## config.mk

```make
export PLATFORM = sky130hd
export DESIGN_NAME = usb_data_packetizer
export DESIGN_NICKNAME = d
export VERILOG_FILES = /design/src/rtl/usb_data_packetizer_pkg.sv /design/src/rtl/usb_data_packetizer_crc16.sv /design/src/rtl/usb_data_packetizer.sv
export SDC_FILE = /design/constraint.sdc
export NUM_CORES = 1
export LEC_CHECK = 0
export ABC_CLOCK_PERIOD_IN_PS = 2670
export BUFFER_PORTS_ARGS = -buffer_cell sky130_fd_sc_hd__buf_2
export CAP_MARGIN = 30
export CORE_ASPECT_RATIO = 0.8
export CORE_UTILIZATION = 45
export DETAILED_ROUTE_END_ITERATION = 10
export HOLD_SLACK_MARGIN = 0.1
export PLACE_DENSITY = 0.67
export SLEW_MARGIN = 20
export SYNTH_ARGS = -nofsm -noshare
export SYNTH_HDL_FRONTEND = slang
export SYNTH_SLANG_ARGS = --single-unit
```

## constraint.sdc

```tcl
create_clock -name i_clk -period 2.67 [get_ports i_clk]
set_clock_uncertainty 0.1 [all_clocks]
set_input_delay 0.534 -clock i_clk [delete_from_list [all_inputs] [get_ports i_clk]]
set_output_delay 0.534 -clock i_clk [all_outputs]
set_load 0.02 [all_outputs]
```

## src/rtl/usb_data_packetizer_pkg.sv

```systemverilog
// rtl/usb_data_packetizer_pkg.sv - PID and CRC16 constants, packet FSM states, byte-wide CRC16 step
package usb_data_packetizer_pkg;

  localparam logic [7:0]  PID_DATA0    = 8'hC3;
  localparam logic [7:0]  PID_DATA1    = 8'h4B;
  localparam logic [15:0] CRC16_INIT   = 16'hFFFF;
  localparam logic [15:0] CRC16_POLY_R = 16'hA001;

  typedef enum logic [2:0] {
    ST_IDLE,
    ST_PID,
    ST_DATA,
    ST_CRC_LO,
    ST_CRC_HI,
    ST_DONE
  } pkt_state_e;

  function automatic logic [15:0] crc16_byte(input logic [15:0] crc, input logic [7:0] data);
    logic [15:0] c;
    c = crc ^ {8'h00, data};
    for (int i = 0; i < 8; i++) begin
      c = c[0] ? ((c >> 1) ^ CRC16_POLY_R) : (c >> 1);
    end
    return c;
  endfunction

endpackage

```

## src/rtl/usb_data_packetizer_crc16.sv

```systemverilog
// rtl/usb_data_packetizer_crc16.sv - running reflected CRC16 over payload bytes
module usb_data_packetizer_crc16
  import usb_data_packetizer_pkg::*;
(
  input  logic        i_clk,
  input  logic        i_rst,
  input  logic        i_clear,
  input  logic        i_enable,
  input  logic [7:0]  i_data,
  output logic [15:0] o_crc
);

  logic [15:0] r_crc;

  always_ff @(posedge i_clk) begin
    if (i_rst || i_clear) begin
      r_crc <= CRC16_INIT;
    end else if (i_enable) begin
      r_crc <= crc16_byte(r_crc, i_data);
    end
  end

  assign o_crc = r_crc;

endmodule

```

## src/rtl/usb_data_packetizer.sv

```systemverilog
// rtl/usb_data_packetizer.sv - splits an OUT transfer into DATA0/DATA1 packets with CRC16
// USB_PKT_ZLP_EN: append a zero-length packet when the length is a nonzero multiple of MAX_PKT_BYTES
module usb_data_packetizer
  import usb_data_packetizer_pkg::*;
#(
  parameter int DATA_WIDTH    = 64,
  parameter int MAX_PKT_BYTES = 512,
  parameter int LEN_WIDTH     = 16
) (
  input  logic                  i_clk,
  input  logic                  i_rst,
  input  logic                  i_desc_valid,
  output logic                  o_desc_ready,
  input  logic [LEN_WIDTH-1:0]  i_desc_length,
  input  logic                  i_desc_toggle,
  input  logic                  i_abort,
  input  logic                  i_in_valid,
  output logic                  o_in_ready,
  input  logic [DATA_WIDTH-1:0] i_in_data,
  output logic                  o_tx_valid,
  input  logic                  i_tx_ready,
  output logic [7:0]            o_tx_data,
  output logic                  o_tx_sop,
  output logic                  o_tx_eop,
  output logic                  o_done,
  output logic                  o_next_toggle,
  output logic [15:0]           o_pkt_count,
  output logic                  o_busy
);

  localparam int PKT_W = $clog2(MAX_PKT_BYTES) + 1;
  localparam int IDX_W = $clog2(DATA_WIDTH / 8);
  localparam logic [LEN_WIDTH-1:0] MAX_LEN = LEN_WIDTH'(MAX_PKT_BYTES);

  pkt_state_e            r_state;
  logic [LEN_WIDTH-1:0]  r_remaining;
  logic [PKT_W-1:0]      r_pkt_left;
  logic                  r_toggle;
  logic                  r_zlp_pend;
  logic [DATA_WIDTH-1:0] r_buf;
  logic                  r_buf_valid;
  logic [IDX_W-1:0]      r_byte_idx;
  logic                  r_desc_ready;
  logic                  r_done;
  logic                  r_next_toggle;
  logic                  r_busy;
  logic [15:0]           r_pkt_count;

  logic                  w_tx_valid;
  logic [7:0]            w_tx_data;
  logic [7:0]            w_data_byte;
  logic [15:0]           w_crc;
  logic [PKT_W-1:0]      w_chunk;
  logic                  w_tx_fire;
  logic                  w_in_fire;
  logic                  w_desc_fire;
  logic                  w_zlp_req;

`ifdef USB_PKT_ZLP_EN
  localparam int LOG2_MAX = $clog2(MAX_PKT_BYTES);
  assign w_zlp_req = (i_desc_length != '0) && (i_desc_length[LOG2_MAX-1:0] == '0);
`else
  assign w_zlp_req = 1'b0;
`endif

  assign w_data_byte = r_buf[{r_byte_idx, 3'b000} +: 8];
  assign w_chunk     = (r_remaining > MAX_LEN) ? PKT_W'(MAX_PKT_BYTES) : PKT_W'(r_remaining);

  always_comb begin
    w_tx_valid = 1'b0;
    w_tx_data  = 8'h00;
    case (r_state)
      ST_PID: begin
        w_tx_valid = 1'b1;
        w_tx_data  = r_toggle ? PID_DATA1 : PID_DATA0;
      end
      ST_DATA: begin
        w_tx_valid = r_buf_valid;
        w_tx_data  = r_buf_valid ? w_data_byte : 8'h00;
      end
      ST_CRC_LO: begin
        w_tx_valid = 1'b1;
        w_tx_data  = ~w_crc[7:0];
      end
      ST_CRC_HI: begin
        w_tx_valid = 1'b1;
        w_tx_data  = ~w_crc[15:8];
      end
      default: ;
    endcase
  end

  assign o_tx_valid    = w_tx_valid;
  assign o_tx_data     = w_tx_data;
  assign o_tx_sop      = (r_state == ST_PID);
  assign o_tx_eop      = (r_state == ST_CRC_HI);
  assign o_in_ready    = (r_state == ST_DATA) && !r_buf_valid;
  assign o_desc_ready  = r_desc_ready;
  assign o_done        = r_done;
  assign o_next_toggle = r_next_toggle;
  assign o_pkt_count   = r_pkt_count;
  assign o_busy        = r_busy;

  assign w_tx_fire   = w_tx_valid && i_tx_ready;
  assign w_in_fire   = o_in_ready && i_in_valid;
  assign w_desc_fire = i_desc_valid && r_desc_ready;

  usb_data_packetizer_crc16 u_crc (
    .i_clk    (i_clk),
    .i_rst    (i_rst),
    .i_clear  ((r_state == ST_PID) && w_tx_fire),
    .i_enable ((r_state == ST_DATA) && w_tx_fire),
    .i_data   (w_data_byte),
    .o_crc    (w_crc)
  );

  always_ff @(posedge i_clk) begin
    if (i_rst) begin
      r_state       <= ST_IDLE;
      r_remaining   <= '0;
      r_pkt_left    <= '0;
      r_toggle      <= 1'b0;
      r_zlp_pend    <= 1'b0;
      r_buf         <= '0;
      r_buf_valid   <= 1'b0;
      r_byte_idx    <= '0;
      r_desc_ready  <= 1'b1;
      r_done        <= 1'b0;
      r_next_toggle <= 1'b0;
      r_busy        <= 1'b0;
      r_pkt_count   <= '0;
    end else if (i_abort) begin
      r_state      <= ST_IDLE;
      r_buf_valid  <= 1'b0;
      r_byte_idx   <= '0;
      r_zlp_pend   <= 1'b0;
      r_desc_ready <= 1'b1;
      r_done       <= 1'b0;
      r_busy       <= 1'b0;
    end else begin
      r_done <= 1'b0;
      if (w_in_fire) begin
        r_buf       <= i_in_data;
        r_buf_valid <= 1'b1;
        r_byte_idx  <= '0;
      end
      case (r_state)
        ST_IDLE: begin
          if (w_desc_fire) begin
            r_remaining  <= i_desc_length;
            r_toggle     <= i_desc_toggle;
            r_zlp_pend   <= w_zlp_req;
            r_pkt_count  <= '0;
            r_buf_valid  <= 1'b0;
            r_byte_idx   <= '0;
            r_desc_ready <= 1'b0;
            r_busy       <= 1'b1;
            r_state      <= ST_PID;
          end
        end
        ST_PID: begin
          if (w_tx_fire) begin
            r_pkt_left <= w_chunk;
            r_state    <= (w_chunk == '0) ? ST_CRC_LO : ST_DATA;
          end
        end
        ST_DATA: begin
          // a partially used word stays buffered into the next packet
          if (w_tx_fire) begin
            r_byte_idx  <= r_byte_idx + IDX_W'(1);
            r_pkt_left  <= r_pkt_left - PKT_W'(1);
            r_remaining <= r_remaining - LEN_WIDTH'(1);
            if (r_byte_idx == '1) r_buf_valid <= 1'b0;
            if (r_pkt_left == PKT_W'(1)) r_state <= ST_CRC_LO;
          end
        end
        ST_CRC_LO: begin
          if (w_tx_fire) r_state <= ST_CRC_HI;
        end
        ST_CRC_HI: begin
          if (w_tx_fire) begin
            r_toggle    <= ~r_toggle;
            r_pkt_count <= r_pkt_count + 16'd1;
            if (r_remaining != '0) begin
              r_state <= ST_PID;
            end else if (r_zlp_pend) begin
              r_zlp_pend <= 1'b0;
              r_state    <= ST_PID;
            end else begin
              r_done        <= 1'b1;
              r_next_toggle <= ~r_toggle;
              r_state       <= ST_DONE;
            end
          end
        end
        ST_DONE: begin
          r_desc_ready <= 1'b1;
          r_busy       <= 1'b0;
          r_state      <= ST_IDLE;
        end
        default: r_state <= ST_IDLE;
      endcase
    end
  end

endmodule

```

Yosys cells after proc, flatten, opt, wreduce, memory -nomap -nowiden
Index checks and enable logic that the tools add are counted.
{"block": "word_totals", "input_bits": 87, "word_cells": 129, "ff_bits": 135}
{"block": "op_classes", "bitwise_logic": 17, "reduce_logical": 26, "n_lt_le_gt_ge": 1, "mux": 52, "shift": 1, "addsub": 4, "n_eq_ne": 14}
{"cell": "2-to-1 mux 16 bit", "count": 12}
{"cell": "one-hot mux 16 bit (2 select lines)", "count": 2}
{"cell": "variable part select 64 x 7 -> 8 bit", "count": 1}
{"cell": "2-to-1 mux 3 bit", "count": 11}
{"cell": "one-hot mux 8 bit (4 select lines)", "count": 1}
{"cell": "2-to-1 mux 10 bit", "count": 3}
{"cell": "NOT 2 -> 3 bit", "count": 8}
{"cell": "one-hot mux 10 bit (2 select lines)", "count": 1}
{"cell": "adder 16 x 1 -> 16 bit (second input constant)", "count": 1}
{"cell": "> comparator 16 x 10 -> 1 bit (second input constant)", "count": 1}
{"cell": "2-to-1 mux 8 bit", "count": 2}
{"cell": "NOT 8 bit", "count": 2}
{"cell": "AND reduction 4 bit", "count": 4}
{"cell": "nonzero test 16 bit", "count": 1}
{"cell": "subtractor 16 x 1 -> 16 bit (second input constant)", "count": 1}
{"cell": "bitwise XOR 16 x 8 -> 16 bit", "count": 1}
{"cell": "one-hot mux 3 bit (5 select lines)", "count": 1}
{"cell": "2-to-1 mux 1 bit", "count": 12}
{"cell": "one-hot mux 1 bit (2 select lines)", "count": 6}
{"cell": "== test 10 x 1 -> 1 bit (second input constant)", "count": 1}
{"cell": "logical NOT 10 bit", "count": 1}
{"cell": "subtractor 10 x 1 -> 10 bit (second input constant)", "count": 1}
{"cell": "== test 3 bit (second input constant)", "count": 3}
{"cell": "!= test 2 bit (second input constant)", "count": 4}
{"cell": "17 further kinds", "count": 34}

Logic depth before layout (Yosys ltp)
Gate-level depths: netlist (run 1).
{"block": "logic_depth", "word_depth": 18, "ltp_mapped": 11}

Modules after synthesis
A second synthesis (run 1) with hierarchy kept.
{"block": "hier_totals", "hier_cells": 838, "hier_area_um2": 6832.8}
{"mod": "usb_data_packetizer", "n_inst": 1, "cells_each": 752, "area_each_um2": 6039.5}
{"mod": "usb_data_packetizer_crc16", "n_inst": 1, "cells_each": 86, "area_each_um2": 793.3}

Worst setup path after synthesis (run 1)
OpenSTA, ideal clock, no wires.
{"block": "synth_path", "kind": "register -> output", "startpoint": "register r_state[2]", "endpoint": "output port o_tx_data[2]", "stages_incl_launch_ff": 6, "setup_slack_ns": 0.087, "arrival_ns": 1.949, "t_required_ns": 2.036, "cell_sequence": "dfxtp_1 -> clkbuf_1 -> nor3_1 -> clkbuf_1 -> nand2_1 -> o21ai_0"}
{"block": "synth_between", "elab_chain_cells": 2, "word_cells_on_any_way": 5}
{"element": "start, declared", "line": "usb_data_packetizer.sv:35", "text": "pkt_state_e r_state;"}
{"element": "start signal, assigned", "line": "usb_data_packetizer.sv:164", "text": "r_state <= (w_chunk == '0) ? ST_CRC_LO : ST_DATA;"}
{"element": "== test 3 bit, or another cell as far along", "line": "usb_data_packetizer.sv:72", "text": "case (r_state)"}
{"element": "one-hot mux 8 bit (4 select lines) (*)", "line": "usb_data_packetizer.sv:72"}
{"element": "end, declared", "line": "usb_data_packetizer.sv:22", "text": "output logic [7:0] o_tx_data,"}
Mark *: on every way between the ends. The rest lies on a longest branch, timed or not.

Worst setup path after layout (run 1)
{"block": "layout_path", "startpoint": "register r_byte_idx[0]", "endpoint": "output port o_tx_data[1]"}
{"block": "layout_between", "elab_chain_cells": 3}
{"element": "start, declared", "line": "usb_data_packetizer.sv:42", "text": "logic [IDX_W-1:0] r_byte_idx;"}
{"element": "start signal, assigned", "line": "usb_data_packetizer.sv:170", "text": "r_byte_idx <= r_byte_idx + IDX_W'(1);"}
{"element": "variable part select 64 x 7 -> 8 bit", "line": "usb_data_packetizer.sv:66", "text": "assign w_data_byte = r_buf[{r_byte_idx, 3'b000} +: 8];"}
{"element": "2-to-1 mux 8 bit", "line": "usb_data_packetizer.sv:79", "text": "w_tx_data = r_buf_valid ? w_data_byte : 8'h00;"}
{"element": "one-hot mux 8 bit (4 select lines)", "line": "usb_data_packetizer.sv:72"}
No other way between the ends.

==> results of run 1 <==
-- per-layer routing --
layer	vias to the layer above	global-route usage	routed length (um)
li1	3128	-	-
met1	2849	0.373	8990
met2	236	0.328	7510
met3	26	0.0491	1330
met4	0	0.0857	291
met5	-	0	0
-- critical path, stage by stage (launching register included) --
cell	delay, ns
dfxtp_4	0.36
buf_12	0.13
buf_4	0.15
mux2i_1	0.11
a22oi_1	0.23
nand2_2	0.17
o221ai_1	0.22
buf_4	0.18
-- layout make-up --
class,count,area (um^2),area share
Timing Repair Buffer,150,898,0.109
Multi-Input combinational cell,642,3780,0.459
Tap cell,184,230,0.0279
Clock buffer,17,425,0.0516
Clock inverter,15,183,0.0222
Sequential cell,134,2690,0.326
Inverter,10,37.5,0.00455
-- Yosys cell counts, drive strengths merged, types with 10 or more instances --
master	instances	area [um^2]
buf	13	123
nand3	22	110
nor3	14	70.1
o21ai	35	175
dfxtp	134	2680
inv	10	37.5
clkbuf	44	175
nor2	74	278
xor2	25	226
nand2	198	746
o211ai	10	75.1
a22oi	23	173
a21oi	103	519
mux2i	31	314
xnor2	13	114
-- metrics by stage --
| stage | instance area [um^2] | worst slack [ns] |
|---|---|---|
| floorplan | 6610 | 0.0869 |
| global placement | 7390 | 0.168 |
| detailed placement | 7390 | 0.0632 |
| CTS | 8090 | -0.0176 |
| global route | 8240 | -0.0226 |
| finish | 8240 | 0.0433 |
-- logic make-up after synthesis --
| family | count (synthesis) |
|---|---|
| AND/OR/NAND/NOR | 358 |
| AO/OA/AOI/OAI | 206 |
| flip-flops | 134 |
| buffers and inverters | 67 |
| XOR/XNOR | 39 |
| multiplexers | 33 |
| adder cells (fa/ha/maj) | 6 |
-- final timing paths --
check | start | to | slack, ns
worst max-delay path | r_byte_idx[0] | o_tx_data[1] | 0.04
worst min-delay path | i_in_data[14] | r_buf[14] | 0.24
worst max register to register | r_byte_idx[0] | u_crc.o_crc[14] | 0.07
worst min register to register | r_buf[60] | r_buf[60] | 0.36
-- sequential cells by signal, summed over array words and instances (netlist names) --
name	flops
r_buf	64
o_pkt_count	16
r_remaining	16
u_crc.o_crc	16
r_pkt_left	10
r_byte_idx	3
r_state	3
o_busy	1
o_desc_ready	1
o_done	1
o_next_toggle	1
r_buf_valid	1
r_toggle	1
-- power by group through the flow --
stage                     registers [uW]  logic [uW]  clock network [uW]
after detailed placement            2090         383                   0
final                               2050         395                2410
after CTS                           2050         386                2430
after global routing                2050         435                2520
after global placement              2090         381                   0
after floorplan                     2090         232                   0
-- timing repair --
item	in CTS	in global routing
pin swaps	0	10
gates cloned	1	0
endpoints found under the setup margin	3	11
hold buffers	0	0
resized for setup	7	38
setup buffers	4	0
==> flow_metrics.tcl, run 1 <==
set metrics [dict create \
    final_cell_mix "nand2_1, dfxtp_1, buf_2" \
    power.total_uw 4850 \
    synth-seq-area-share 0.406 \
    power_frac_comb 0.081 \
    cts_root_buffer "clkbuf_16" \
    end_kind "output port" \
    synthSimpleGateAreaFrac 0.233 \
    fin_nets 1048 \
    numClockSinks 134 \
    leakage_uw 0.00313 \
    synth.area.mux_share 0.0554 \
    hold_viol_final 0 \
    ys_warn_count 0 \
    final_common_cell "nand2_1" \
    final-setup-viol-count 0 \
    place_inst 1115 \
    async_flop_share 0 \
    synth-xor-area-share 0.0551 \
    fin_tns_setup_ns 0 \
    synth_top_family_by_area "simple AND/OR/NAND/NOR gates" \
    synth_compound_area_frac 0.189 \
    worst_pin_slew_ns 0.658 \
    slew_violations 0 \
    die_h_um 110 \
    ir_drop_v 0.000476 \
    seqPwrFrac 0.422 \
    cts_tree "done" \
    min_path_cells 3 \
    netlist_instances 843 \
    grt_pass1_vias 5659 \
    grt_max_degree 65 \
    cts_buffers 17 \
    grt_overflow 0 \
    cts_buffer_depth 2 \
    syn2layout_area_growth_pct 24.6 \
    insertion_delay_ns 0.43 \
    diodes 0 \
    synth_area_mm2 0.00661 \
    dr.first_iter.drc_count 432 \
    synth.net_count 936 \
    drc_errors 0 \
    drive_gt1_frac 0.239 \
    power_frac_clock 0.496 \
    p_sw_frac 0.273 \
    portBuffers 118 \
    ys_ff_latch 134 \
    finalCritPeriodShare 0.984 \
    r2r_cells 9 \
    wl_per_cell_um 15.7 \
    final_util 0.577 \
    crit_type "reg -> out" \
    initial_core_util 0.463 \
    synth_fa_ha_area_frac 0.0114 \
    antenna_found_initial 0 \
    io-pin-count 119 \
    gp_congestion 0.859 \
    wl_um 18100 \
    cp.arrival_ns 1.99 \
    fillers 1329 \
    ys.flop_type "dfxtp_1" \
    die_w_um 138 \
    yosysUniqueCellTypes 64 \
    whs_ns 0.235 \
    p_int_uw 3530 \
    drt-pass1-iter-count 5 \
    p_sw_uw 1320 \
    synth_area_per_cell_um2 7.85 \
    avgViaCountPerCell 5.42 \
    h-tree-depth 4 \
    hp-class "in -> reg" \
    clk_pin_slew_ns 0.07 \
    hpwl_um 12300 \
    stdcell_count 1152 \
    grt_pass1_wl_um 28800 \
    final_antenna_net_count 0 \
    fin_crit_ns 2.63 \
    fmax_mhz 381 \
    relSlewSlack 0.561 \
    grt_usage 0.243 \
    critPathRequiredTime_ns 2.04 \
    dieArea_mm2 0.0152 \
    powerDensity_mw_per_mm2 588 \
    start_kind "register" \
    outcome "complete, no violations" \
    vias 6239 \
    synth_edf_count 0 \
    cap_viol_max_count 0 \
    num_rows 39 \
    core-area_mm2 0.0143 \
    cp_max_fo 5 \
]
Note: power is estimated with default switching activity, not from simulation.
==> run 2: changes to the inputs <==
--- a/config.mk
+++ b/config.mk
@@ -5,14 +5,13 @@
 export SDC_FILE = /design/constraint.sdc
 export NUM_CORES = 1
 export LEC_CHECK = 0
-export ABC_CLOCK_PERIOD_IN_PS = 2670
+export ABC_CLOCK_PERIOD_IN_PS = 3200
 export BUFFER_PORTS_ARGS = -buffer_cell sky130_fd_sc_hd__buf_2
 export CAP_MARGIN = 30
 export CORE_ASPECT_RATIO = 0.8
-export CORE_UTILIZATION = 45
+export CORE_UTILIZATION = 40
 export DETAILED_ROUTE_END_ITERATION = 10
 export HOLD_SLACK_MARGIN = 0.1
-export PLACE_DENSITY = 0.67
 export SLEW_MARGIN = 20
 export SYNTH_ARGS = -nofsm -noshare
 export SYNTH_HDL_FRONTEND = slang
==> constraint.sdc (replaced) <==
create_clock -name i_clk -period 3.2 [get_ports i_clk]
set_clock_uncertainty 0.1 [all_clocks]
set_input_delay 0.64 -clock i_clk [delete_from_list [all_inputs] [get_ports i_clk]]
set_output_delay 0.64 -clock i_clk [all_outputs]
set_load 0.02 [all_outputs]
==> flow_metrics.tcl, run 2 (same netlist as run 1, synthesis figures left out) <==
set metrics [dict create \
    fin_nets 1032 \
    avgViaCountPerCell 5.15 \
    finalCritPeriodShare 0.968 \
    power_frac_clock 0.493 \
    start_kind "register" \
    whs_ns 0.342 \
    fin_crit_ns 3.10 \
    leakage_uw 0.00300 \
    outcome "complete, no violations" \
    power.total_uw 4000 \
    cts_tree "done" \
    h-tree-depth 4 \
    clk_pin_slew_ns 0.06 \
    grt_pass1_vias 5305 \
    top_register "r_buf" \
    num_rows 41 \
    grt_overflow 0 \
    vias 6012 \
    grt_pass1_wl_um 28600 \
    core-area_mm2 0.0160 \
    hold_viol_final 0 \
    final_cell_mix "nand2_1, dfxtp_1, buf_2" \
    drc_errors 0 \
    reg2reg_slack_ns 0.34 \
    drt-pass1-iter-count 5 \
    fmax_mhz 323 \
    hpwl_um 12700 \
    multiInputGateArea_mm2 0.00362 \
    fin_tns_setup_ns 0 \
    gp_congestion 0.888 \
    finalInstanceArea_mm2 0.00794 \
    portBuffers 118 \
    critPathRequiredTime_ns 2.46 \
    insertion_delay_ns 0.43 \
    wl_um 17900 \
    ff_latch_area_mm2 0.00269 \
    slew_violations 0 \
    relSlewSlack 0.499 \
    power_frac_comb 0.079 \
    largest_reg_flops 64 \
    cap_viol_max_count 0 \
    io-pin-count 119 \
    diodes 0 \
    cp_max_fo 16 \
    postPlaceCellArea_mm2 0.00733 \
    cts_buffer_depth 2 \
    cp.arrival_ns 2.36 \
    grt_max_degree 90 \
    p_int_uw 3010 \
    fillers 1622 \
    antenna_found_initial 0 \
    final-setup-viol-count 0 \
    grt_usage 0.214 \
    ir_drop_v 0.000338 \
    die_h_um 117 \
    initial_core_util 0.415 \
    dr.first_iter.drc_count 547 \
    p_sw_frac 0.249 \
    numClockSinks 134 \
    worst_slack_ns 0.101 \
    syn2layout_area_growth_pct 20.0 \
    powerDensity_mw_per_mm2 505 \
    rsz0062_at_grt "false" \
    drive_gt1_frac 0.194 \
    holdBufCountCts 0 \
    hp-class "in -> reg" \
    worst_pin_slew_ns 0.749 \
    final_common_cell "nand2_1" \
    seqPwrFrac 0.428 \
    end_kind "output port" \
    crit_type "reg -> out" \
    post-place-ws_ns 0.413 \
    wl_per_cell_um 15.3 \
    final_antenna_net_count 0 \
    cts_root_buffer "clkbuf_16" \
    p_sw_uw 998 \
    die_w_um 146 \
    cts_buffers 17 \
    dieArea_mm2 0.0171 \
]
==> run 2: cell types whose count changed in the layout (fill, tap and decap cells not counted), moves of 6 or more <==
cell     delta
inv_8       -6
nand2_2     -7
nand2_1     +7
xor2_1      +6
buf_4      -16
==> run 2: final cells by class <==
| cell class | instances | share of cell area |
|---|---|---|
| inverter | 10 | 0.00473 |
| clock buffer | 19 | 0.0571 |
| multi-input combinational | 642 | 0.456 |
| timing repair buffer | 134 | 0.0911 |
| tap | 215 | 0.0339 |
| sequential | 134 | 0.338 |
| clock inverter | 13 | 0.0186 |
==> run 2: layer usage <==
layer,vias up,global-route usage,routed length [um]
met3,16,0.0411,1020
li1,3097,-,-
met5,-,0,0
met2,168,0.291,7000
met4,0,0.0737,191
met1,2731,0.331,9660
==> run 2: power groups by stage <==
| stage | sequential, uW | combinational (uW) | clock (uW) |
|---|---|---|---|
| global placement | 1750 | 314 | 0 |
| global route | 1720 | 351 | 2070 |
| CTS | 1710 | 316 | 2010 |
| floorplan | 1740 | 193 | 0 |
| finish | 1710 | 318 | 1970 |
| detailed placement | 1750 | 313 | 0 |
==> run 2: worst max-delay path: stages (launching register included) <==
cell and delay [ns]:
dfxtp_1 0.67, inv_2 0.20, nor3_2 0.22, nand2_1 0.23, o21ai_0 0.38, buf_2 0.23
==> run 2: worst paths after layout <==
| check | start | endpoint | depth (start not counted) |
|---|---|---|---|
| setup / recovery | r_state[1] | o_tx_data[4] | 5 |
| hold / removal | i_in_data[20] | r_buf[20] | 3 |
| setup reg to reg | r_state[1] | r_byte_idx[0] | 8 |
| hold reg to reg | r_buf[40] | r_buf[40] | 2 |
==> run 2: what timing repair did <==
| item | 4_1_cts | 5_1_grt |
|---|---|---|
| gates resized for setup | 0 | 1 |
| endpoints found under the setup margin | 0 | 2 |
| buffers inserted | 0 | 0 |
==> run 2: stage by stage <==
step                std cells  utilization
floorplan                 843            -
global placement         1135        0.460
detailed placement       1135        0.460
CTS                      1167        0.497
global route             1167        0.497
finish                   1167        0.497
==> run 3: changes to the inputs <==
--- a/config.mk
+++ b/config.mk
@@ -8,10 +8,10 @@
 export ABC_CLOCK_PERIOD_IN_PS = 3200
 export BUFFER_PORTS_ARGS = -buffer_cell sky130_fd_sc_hd__buf_2
 export CAP_MARGIN = 30
-export CORE_ASPECT_RATIO = 0.8
 export CORE_UTILIZATION = 40
 export DETAILED_ROUTE_END_ITERATION = 10
 export HOLD_SLACK_MARGIN = 0.1
+export RECOVER_POWER = 100
 export SLEW_MARGIN = 20
 export SYNTH_ARGS = -nofsm -noshare
 export SYNTH_HDL_FRONTEND = slang
==> flow_metrics.tcl, run 3 (same netlist as run 1, synthesis figures left out) <==
set metrics [dict create \
    hold_viol_final 0 \
    start_kind "register" \
    fin_nets 1030 \
    cts_tree "done" \
    cp_top_family "multiplexers" \
    holdBufCountCts 0 \
    post-cts-setup-buffer-count 0 \
    diodes 0 \
    slowest_stage "mux4_1" \
    numClockSinks 134 \
    dieArea_mm2 0.0171 \
    die_h_um 131 \
    fmax_mhz 334 \
    grt_overflow 0 \
    fin_crit_ns 3.00 \
    p_int_uw 2820 \
    grt_pass1_vias 5463 \
    final_cell_mix "nand2_1, dfxtp_1, a21oi_1" \
    cp_max_fo 33 \
    dr.first_iter.drc_count 408 \
    vias 6067 \
    cts_buffer_depth 2 \
    gp_congestion 0.798 \
    final-setup-viol-count 0 \
    final_antenna_net_count 0 \
    grt_usage 0.209 \
    worst_pin_slew_ns 1.46 \
    leakage_uw 0.00284 \
    powerDensity_mw_per_mm2 490 \
    outcome "complete, no violations" \
    hp-class "in -> reg" \
    finalCritPeriodShare 0.937 \
    grt_max_degree 71 \
    cts_root_buffer "clkbuf_16" \
    slew_violations 0 \
    ir_drop_v 0.000382 \
    clk_pin_slew_ns 0.06 \
    avgViaCountPerCell 5.20 \
    num_rows 46 \
    cts_buffers 17 \
    top_register "r_buf" \
    drive_gt1_frac 0.158 \
    power_frac_clock 0.472 \
    antenna_found_initial 0 \
    cp_cell_sequence "buf_12 > mux4_1 > mux2i_2 > o221ai_1 > clkbuf_2" \
    drt-pass1-iter-count 7 \
    worst-path-buf-inv 2 \
    cap_viol_max_count 0 \
    grt_pass1_wl_um 27600 \
    hpwl_um 11800 \
    insertion_delay_ns 0.42 \
    drc_errors 0 \
    p_sw_uw 1020 \
    rsz0062_at_grt "false" \
    wl_per_cell_um 14.8 \
    p_sw_frac 0.267 \
    end_kind "output port" \
    seqPwrFrac 0.446 \
    syn2layout_area_growth_pct 18.6 \
    core-area_mm2 0.0160 \
    crit_type "reg -> out" \
    critPathRequiredTime_ns 2.46 \
    cts-resized-gates 0 \
    final_common_cell "nand2_1" \
    portBuffers 118 \
    fin_tns_setup_ns 0 \
    io-pin-count 119 \
    power.total_uw 3840 \
    largest_reg_flops 64 \
    die_w_um 131 \
    wl_um 17200 \
    initial_core_util 0.413 \
    cpPeakStageDelay_ns 0.63 \
    cp.arrival_ns 2.26 \
    h-tree-depth 4 \
    power_frac_comb 0.082 \
    relSlewSlack 0.0273 \
]
-- run 3: cell types whose count changed in the layout (fill, tap and decap cells not counted), sizes merged --
cell    delta
inv        +6
bufinv     -2
buf       -38
clkinv     -3
clkbuf    +35
-- run 3: metal layers --
layer  part of all wire  global-route usage
met1               0.49               0.297
met2               0.44               0.311
met3              0.051              0.0395
met4              0.019              0.0872
met5                  0                   0
-- run 3: tightest hold or removal path, cell delays in order --
cell     delay [ns]
buf_2          0.10
nand2_1        0.05
a21oi_1        0.05
-- run 3: layout make-up --
| cell class | instances | area [um^2] |
|---|---|---|
| fill | 1652 | 8160 |
| multi-input combinational | 642 | 3620 |
| inverter | 10 | 37.5 |
| clock buffer | 18 | 429 |
| sequential | 134 | 2680 |
| clock inverter | 14 | 114 |
| tap | 216 | 270 |
| timing repair buffer | 132 | 689 |
-- run 3: final timing paths --
kind / start / endpoint / slack [ns] / cells after the start
setup / recovery: r_byte_idx[0] / o_tx_data[7] / 0.20 / 5
hold / removal: i_in_data[29] / r_buf[29] / 0.35 / 3
setup reg to reg: r_byte_idx[1] / u_crc.o_crc[0] / 0.28 / 8
hold reg to reg: r_buf[10] / r_buf[10] / 0.35 / 2
-- run 3: power by group through the flow --
stage          Combinational, uW  Clock (uW)  Sequential (uW)
6_report                     314        1810             1710
5_1_grt                      351        1920             1710
4_1_cts                      315        1860             1710
3_5_place_dp                 313           0             1750
3_3_place_gp                 314           0             1750
2_1_floorplan                193           0             1740
-- run 3: per-stage QoR --
step / instance area [um^2] / worst slack (ns) / util / hold WS (ns) / std cells
global placement: 7340 / 0.393 / 0.459 / 0.339 / 1134
floorplan: 6610 / 0.511 / - / 0.332 / 843
detailed placement: 7340 / 0.372 / 0.459 / 0.346 / 1134
global route: 7840 / 0.0596 / 0.490 / 0.347 / 1166
CTS: 7890 / 0.189 / 0.493 / 0.331 / 1166
finish: 7840 / 0.202 / 0.490 / 0.352 / 1166
